$ cat src/rtl/binary_to_bcd.sv
// 8-bit binary to 3-digit BCD converter using a serial shift-add-3 (double-dabble) datapath.
// Define BIN2BCD_CLEAR_ON_START_EN to zero the digit outputs from the capture edge until completion.
module binary_to_bcd (
  input  logic       clk,
  input  logic       rst_n,
  input  logic       start,
  input  logic [7:0] number,
  output logic [3:0] ones,
  output logic [3:0] tens,
  output logic [3:0] hundreds,
  output logic       busy,
  output logic       done
);

  typedef enum logic {
    ST_IDLE    = 1'b0,
    ST_CONVERT = 1'b1
  } state_t;

  state_t      state_q, state_d;
  logic [7:0]  shift_q, shift_d;
  logic [11:0] scratch_q, scratch_d;
  logic [2:0]  cnt_q, cnt_d;
  logic [3:0]  ones_q, ones_d;
  logic [3:0]  tens_q, tens_d;
  logic [3:0]  hundreds_q, hundreds_d;
  logic        busy_q, busy_d;
  logic        done_q, done_d;
  logic [11:0] adj_s;
  logic [19:0] step_s;

  function automatic logic [3:0] add3(input logic [3:0] nib);
    if (nib >= 4'd5) begin
      add3 = nib + 4'd3;
    end else begin
      add3 = nib;
    end
  endfunction

  // One double-dabble step: correct each nibble, then shift {scratch, shift} left.
  always_comb begin
    adj_s  = {add3(scratch_q[11:8]), add3(scratch_q[7:4]), add3(scratch_q[3:0])};
    step_s = {adj_s[10:0], shift_q, 1'b0};
  end

  // Next-state and datapath control.
  always_comb begin
    state_d    = state_q;
    shift_d    = shift_q;
    scratch_d  = scratch_q;
    cnt_d      = cnt_q;
    ones_d     = ones_q;
    tens_d     = tens_q;
    hundreds_d = hundreds_q;
    busy_d     = busy_q;
    done_d     = 1'b0;
    case (state_q)
      ST_IDLE: begin
        if (start) begin
          shift_d   = number;
          scratch_d = 12'd0;
          cnt_d     = 3'd0;
          state_d   = ST_CONVERT;
          busy_d    = 1'b1;
`ifdef BIN2BCD_CLEAR_ON_START_EN
          ones_d     = 4'd0;
          tens_d     = 4'd0;
          hundreds_d = 4'd0;
`else
          ones_d     = ones_q;
          tens_d     = tens_q;
          hundreds_d = hundreds_q;
`endif
        end else begin
          busy_d = 1'b0;
        end
      end
      ST_CONVERT: begin
        scratch_d = step_s[19:8];
        shift_d   = step_s[7:0];
        cnt_d     = cnt_q + 3'd1;
        // The eighth step's shifted scratch already holds the final digits.
        if (cnt_q == 3'd7) begin
          hundreds_d = step_s[19:16];
          tens_d     = step_s[15:12];
          ones_d     = step_s[11:8];
          done_d     = 1'b1;
          busy_d     = 1'b0;
          state_d    = ST_IDLE;
        end else begin
          busy_d = 1'b1;
        end
      end
      default: begin
        state_d = ST_IDLE;
        busy_d  = 1'b0;
      end
    endcase
  end

  // State and result registers.
  always_ff @(posedge clk or negedge rst_n) begin
    if (!rst_n) begin
      state_q    <= ST_IDLE;
      shift_q    <= 8'd0;
      scratch_q  <= 12'd0;
      cnt_q      <= 3'd0;
      ones_q     <= 4'd0;
      tens_q     <= 4'd0;
      hundreds_q <= 4'd0;
      busy_q     <= 1'b0;
      done_q     <= 1'b0;
    end else begin
      state_q    <= state_d;
      shift_q    <= shift_d;
      scratch_q  <= scratch_d;
      cnt_q      <= cnt_d;
      ones_q     <= ones_d;
      tens_q     <= tens_d;
      hundreds_q <= hundreds_d;
      busy_q     <= busy_d;
      done_q     <= done_d;
    end
  end

  assign ones     = ones_q;
  assign tens     = tens_q;
  assign hundreds = hundreds_q;
  assign busy     = busy_q;
  assign done     = done_q;

endmodule

$ cat config.mk
export PLATFORM = sky130hd
export DESIGN_NAME = binary_to_bcd
export DESIGN_NICKNAME = d
export VERILOG_FILES = /design/src/rtl/binary_to_bcd.sv
export SDC_FILE = /design/constraint.sdc
export NUM_CORES = 1
export LEC_CHECK = 0
export BUFFER_PORTS_ARGS = -buffer_cell sky130_fd_sc_hd__clkbuf_2
export CAP_MARGIN = 20
export CORE_ASPECT_RATIO = 1.2
export CORE_MARGIN = 10
export CORE_UTILIZATION = 50
export DETAILED_ROUTE_END_ITERATION = 7
export PLACE_DENSITY = 0.7
export RECOVER_POWER = 100
export SYNTH_ARGS = -nofsm -noshare
export SYNTH_HDL_FRONTEND = slang
export SYNTH_SLANG_ARGS = --single-unit
$ cat constraint.sdc
create_clock -name clk -period 1.7 [get_ports clk]
set_input_delay 0.34 -clock clk [delete_from_list [all_inputs] [get_ports clk]]
set_output_delay 0.34 -clock clk [all_outputs]
set_load 0.02 [all_outputs]
# Word-level counts from Yosys, hierarchy flattened

Index checks and enable logic that the tools add are counted.

Register bits: 37
Bits of input ports: 11
Output and inout port bits: 14
Logic and storage cells: 40

Add/subtract/negate cells: 4
$lt $le $gt $ge: 3
Equal/unequal tests: 3
Mux-type cells: 20
Bitwise logic cells: 1
Reduce and logical (&&, ||, !) cells: 1

Operator list:

| cell                                                               | number |
|---|---|
| two-way mux 4 bit                                                  | 8 |
| one-hot mux 12 bit (2 select lines)                                | 1 |
| one-hot mux 8 bit (2 select lines)                                 | 1 |
| greater-or-equal comparator 4 x 3 -> 1 bit (second input constant) | 3 |
| two-way mux 12 bit                                                 | 1 |
| adder 4 x 2 -> 4 bit (second input constant)                       | 2 |
| two-way mux 8 bit                                                  | 1 |
| two-way mux 3 bit                                                  | 2 |
| one-hot mux 3 bit (2 select lines)                                 | 1 |
| two-way mux 1 bit                                                  | 4 |
| adder 3 x 1 -> 3 bit (second input constant)                       | 1 |
| adder 3 x 2 -> 3 bit (second input constant)                       | 1 |
| equality test 3 bit (second input constant)                        | 1 |
| != test 2 x 1 -> 1 bit (second input constant)                     | 1 |
| != test 2 bit (second input constant)                              | 1 |
| one-hot mux 1 bit (2 select lines)                                 | 1 |
| AND reduction 2 bit                                                | 1 |
| NOT 1 bit                                                          | 1 |

# Longest topological paths before layout

Depth after elaboration: 4
Depth in mapped cells: 7
Depth with buffers taken out: 6

# Least setup slack after synthesis

No wires, ideal clock.

Path type: register to register
Start point: reg scratch_q[4]
End point: reg hundreds_q[0], in the netlist hundreds[0]
Setup time: 0.069 ns
Arrival time: 1.410 ns
Required time: 1.631 ns
Slack: 0.221 ns
Cell stages (with the launch flop): 6
Path buffers: 0
Clock period less this slack: 1.479 ns
Path through: dfrtp_1 inv_1 ha_1 and2b_1 or4_1 nand3_1

Longest elaborated chain between the ends: 4
Elaborated cells between the ends (all ways): 5
Those cells by class: 1 x add/sub; 1 x order compare; 3 x mux

Ends and longest elaborated chain:

| element                                                                            | line   | source |
|---|---|---|
| from (decl)                                                                        | 22     | `logic [11:0] scratch_q, scratch_d;` |
| from (signal assigned)                                                             | 116    | `scratch_q <= scratch_d;` |
| adder 4 x 2 -> 4 bit or greater-or-equal comparator 4 x 3 -> 1 bit (tied branches) | 34, 33 |  |
| two-way mux 4 bit *                                                                | 33     | `if (nib >= 4'd5) begin` |
| two-way mux 4 bit *                                                                | 83     | `if (cnt_q == 3'd7) begin` |
| two-way mux 4 bit *                                                                | 57     | `case (state_q)` |
| to (signal assigned)                                                               | 120    | `hundreds_q <= hundreds_d;` |
| to (decl)                                                                          | 26     | `logic [3:0] hundreds_q, hundreds_d;` |

Every way passes the cells marked *; elsewhere a longest branch is shown, timed or not. The select of a mux whose other input is x is not followed.
A chain may end at the register's enable or synchronous reset.

# Worst setup path in the final report

Start point: reg busy_q, in the netlist busy
End point: out busy

RTL lines:

| element                | line | source |
|---|---|---|
| from (decl)            | 27   | `logic busy_q, busy_d;` |
| from (signal assigned) | 121  | `busy_q <= busy_d;` |
| to (decl)              | 11   | `output logic busy,` |

No word-level cell between the ends.

==> results.yml <==
die:
  fp-row-count: 24
  start_util_pct: 52.81
  die_w_um: 77.02
  pin_count: 25
  die_area_sq_mm: 0.006810
  coreArea_sq_mm: 0.003694
  die_h_um: 88.42
clock_tree:
  cts_buffer_depth: 2
  cts-root-buf: "clkbuf_8"
  post_cts_resized: 0
  clk_pin_slew_ps: 70
  numCtsBuffers: 5
  cts_hold_buf: 0
  post_cts_buffers: 0
  htreeDepth: 2
  cts_tree: "done"
  clock_sinks: 37
  clk_latency_ps: 290
logic_synthesis:
  synth.distinct_cells: 41
  yosys_warnings: 0
  ys_seq_elements: 37
  synthSimpleGateAreaFrac_pct: 16.93
  synth_top_family_by_area: "compound AO/OA/AOI/OAI gates"
  netlist_instances: 200
  synthXorXnorAreaFrac_pct: 0
  synth.area.mux_share_pct: 5.131
  syn-num-nets: 219
  synthesis.area_sq_mm: 0.001951
  synth-adder-area-share_pct: 5.131
  avgSynthCellArea_sq_um: 9.753
  yosysSeqAreaShare_pct: 47.47
  synth-compound-area-share_pct: 18.99
worst_setup_path:
  cp-end-kind: "output pin"
  timing.setup.critical_path_class: "reg -> out"
  worst-path-buf-inv: 2
  path_cells: "clkbuf_2 -> clkbuf_2"
  cpMostUsedCell: "clkbuf_2"
  worst_ep_arrival_time_ps: 1280
  cp.required_ps: 1360
  crit_family: "buffers and inverters"
  cp_max_fo: 12
  crit_path_max_incr_delay_ps: 450
  critPathLaunchType: "flip-flop"
  slowest_stage: "dfrtp_1"
placed_design:
  dp_hpwl_um: 3236
  placed_cells: 271
  preCtsSetupSlack_ps: 99.92
  place_congestion: 0.8313
  numPortBuffers: 24
global_route:
  grt_use_met2_pct: 21.11
  grt_pass1_wl_um: 7403
  grt_pass1_vias: 1541
  use_met3_pct: 4.260
  antenna_found_initial: 0
  top_usage_layer: "met2"
  overflow: 0
  grtUsageTotal_pct: 13.20
  met1_usage_pct: 16.95
  grt_start_max_net_pins: 25
sta:
  slew_headroom_pct: 36.61
  finalHoldViolCount: 0
  post-route-period-util_pct: 95.02
  setup_viol: 0
  grt_setup_unrepaired: "no"
  max_clock_freq_mhz: 619.1
  setup-tns-final_ps: 0
  clock_skew_ps: 5.649
  worst_pin_slew_ps: 950.8
  setup_ws_ps: 84.64
  finalCriticalPeriod_ps: 1615
  drv_slew: 0
routing:
  route.detailed.drc: 0
  via_per_inst: 5.595
  routedWlPerCell_um: 15.35
  detail-route-antenna-nets: 0
  first_pass_iters: 4
  routed_wirelength_um: 4284
  drt-initial-drc-count: 86
  vias: 1561
layout:
  drive_gt1_share_pct: 13.66
  final-seq-area_sq_um: 925.9
  n_antenna_cell: 0
  nNetsFinal: 245
  fill_cells: 335
  instances_no_fill: 279
  multi_input_area_sq_um: 910.9
  area_delta_synth_final_pct: 14.11
outcome:
  outcome: "complete, no violations"
hold_path:
  hold_class: "in -> async"
pwr:
  design_power_total_mw: 4.559
  power_density_mw_per_mm2: 2048
  vdd_drop_max_v: 0.0008969
  p_leak_nw: 0.9884
run:
  drv_cap: 0
==> cells in the final DEF (no fill, tap or decap), types with 3 or more instances in the layout <==
cell,n
nand2_1,26
nand4_1,4
clkbuf_2,13
o22ai_1,3
a31oi_1,4
ha_1,8
buf_4,5
nor2b_1,3
mux2i_1,10
o21ai_1,4
nor3b_1,3
a21oi_1,5
nand3_1,13
a2111o_1,4
nand2b_1,3
clkbuf_1,15
dfrtp_1,37
o21ai_0,9
inv_1,11
o2111ai_1,3
o31ai_1,5
nor2_1,6
clkbuf_8,6
==> flip-flops by register name (all words and copies together) (netlist names) <==
| name | flops |
|---|---|
| busy | 1 |
| cnt_q | 3 |
| done | 1 |
| hundreds | 4 |
| ones | 4 |
| scratch_q | 12 |
| shift_q | 8 |
| tens | 4 |
==> routing by layer <==
metal,vias up,wire length [um]
li1,781,-
met1,741,2023
met2,33,1989
met3,6,218
met4,0,52
met5,-,0
==> power breakdown <==
group          total [mW]  leakage [nW]  internal, mW  switching (mW)
combinational        2.14         0.465         0.823            1.32
sequential           1.64         0.466          1.28           0.363
clock               0.777        0.0574         0.477           0.301
total                4.56         0.988          2.58            1.98
==> synth_stat cells, drive strengths merged <==
library cell	count	area [sq um]
a2111o	4	45.04
a211oi	2	15.01
a21boi	2	15.01
a21oi	5	25.02
a22o	2	17.52
a2bb2oi	1	8.760
a311o	2	20.02
a31oi	4	25.02
a32oi	1	8.760
and2b	1	7.510
buf	11	67.56
clkbuf	3	11.26
dfrtp	37	925.9
ha	8	100.1
inv	12	45.05
mux2i	10	100.1
nand2	27	103.9
nand2b	3	18.77
nand3	13	65.06
nand4	4	25.02
nor2	6	22.52
nor2b	4	27.53
nor3	2	10.01
nor3b	3	22.52
nor4	2	12.51
o2111ai	3	26.28
o211ai	2	15.01
o21ai	14	73.82
o22ai	3	18.77
o311ai	1	8.760
o31ai	5	37.54
o32a	1	10.01
or4	2	15.01
==> metrics by stage <==
stage               hold WS [ps]  instance area (sq um)  utilization (%)
global placement           319.1                   2137            57.86
global route               237.4                   2226            60.26
floorplan                  44.41                   1951                -
CTS                        5.941                   2257            61.11
detailed placement         317.4                   2137            57.86
finish                     173.8                   2226            60.26
==> cell families after synthesis <==
logic type,Yosys count
DFF,37
buffers and inverters,26
AOI/OAI and AO/OA,52
adders and majority gates,8
muxes,10
and+or+nand+nor,67
==> final cells by class <==
cell class | count | share of cell area [%]
inverter | 12 | 2.024
clock buffer | 6 | 3.710
tap | 52 | 2.923
sequential | 37 | 41.60
multi-input combinational | 137 | 40.92
timing repair buffer | 33 | 7.139
clock inverter | 2 | 1.686
==> final timing paths <==
| kind | start | to | slack [ps] | cells past startpoint |
|---|---|---|---|---|
| min in group clk | number[0] | shift_q[0] | 320 | 3 |
| setup reg to reg | scratch_q[4] | hundreds[0] | 90 | 5 |
| setup / recovery | busy | busy | 80 | 2 |
| max in group asynchronous | rst_n | cnt_q[2] | 500 | 2 |
| hold / removal | rst_n | scratch_q[11] | 170 | 1 |
| hold reg to reg | ones[0] | ones[0] | 490 | 2 |
(Power assumes the default switching activity.)
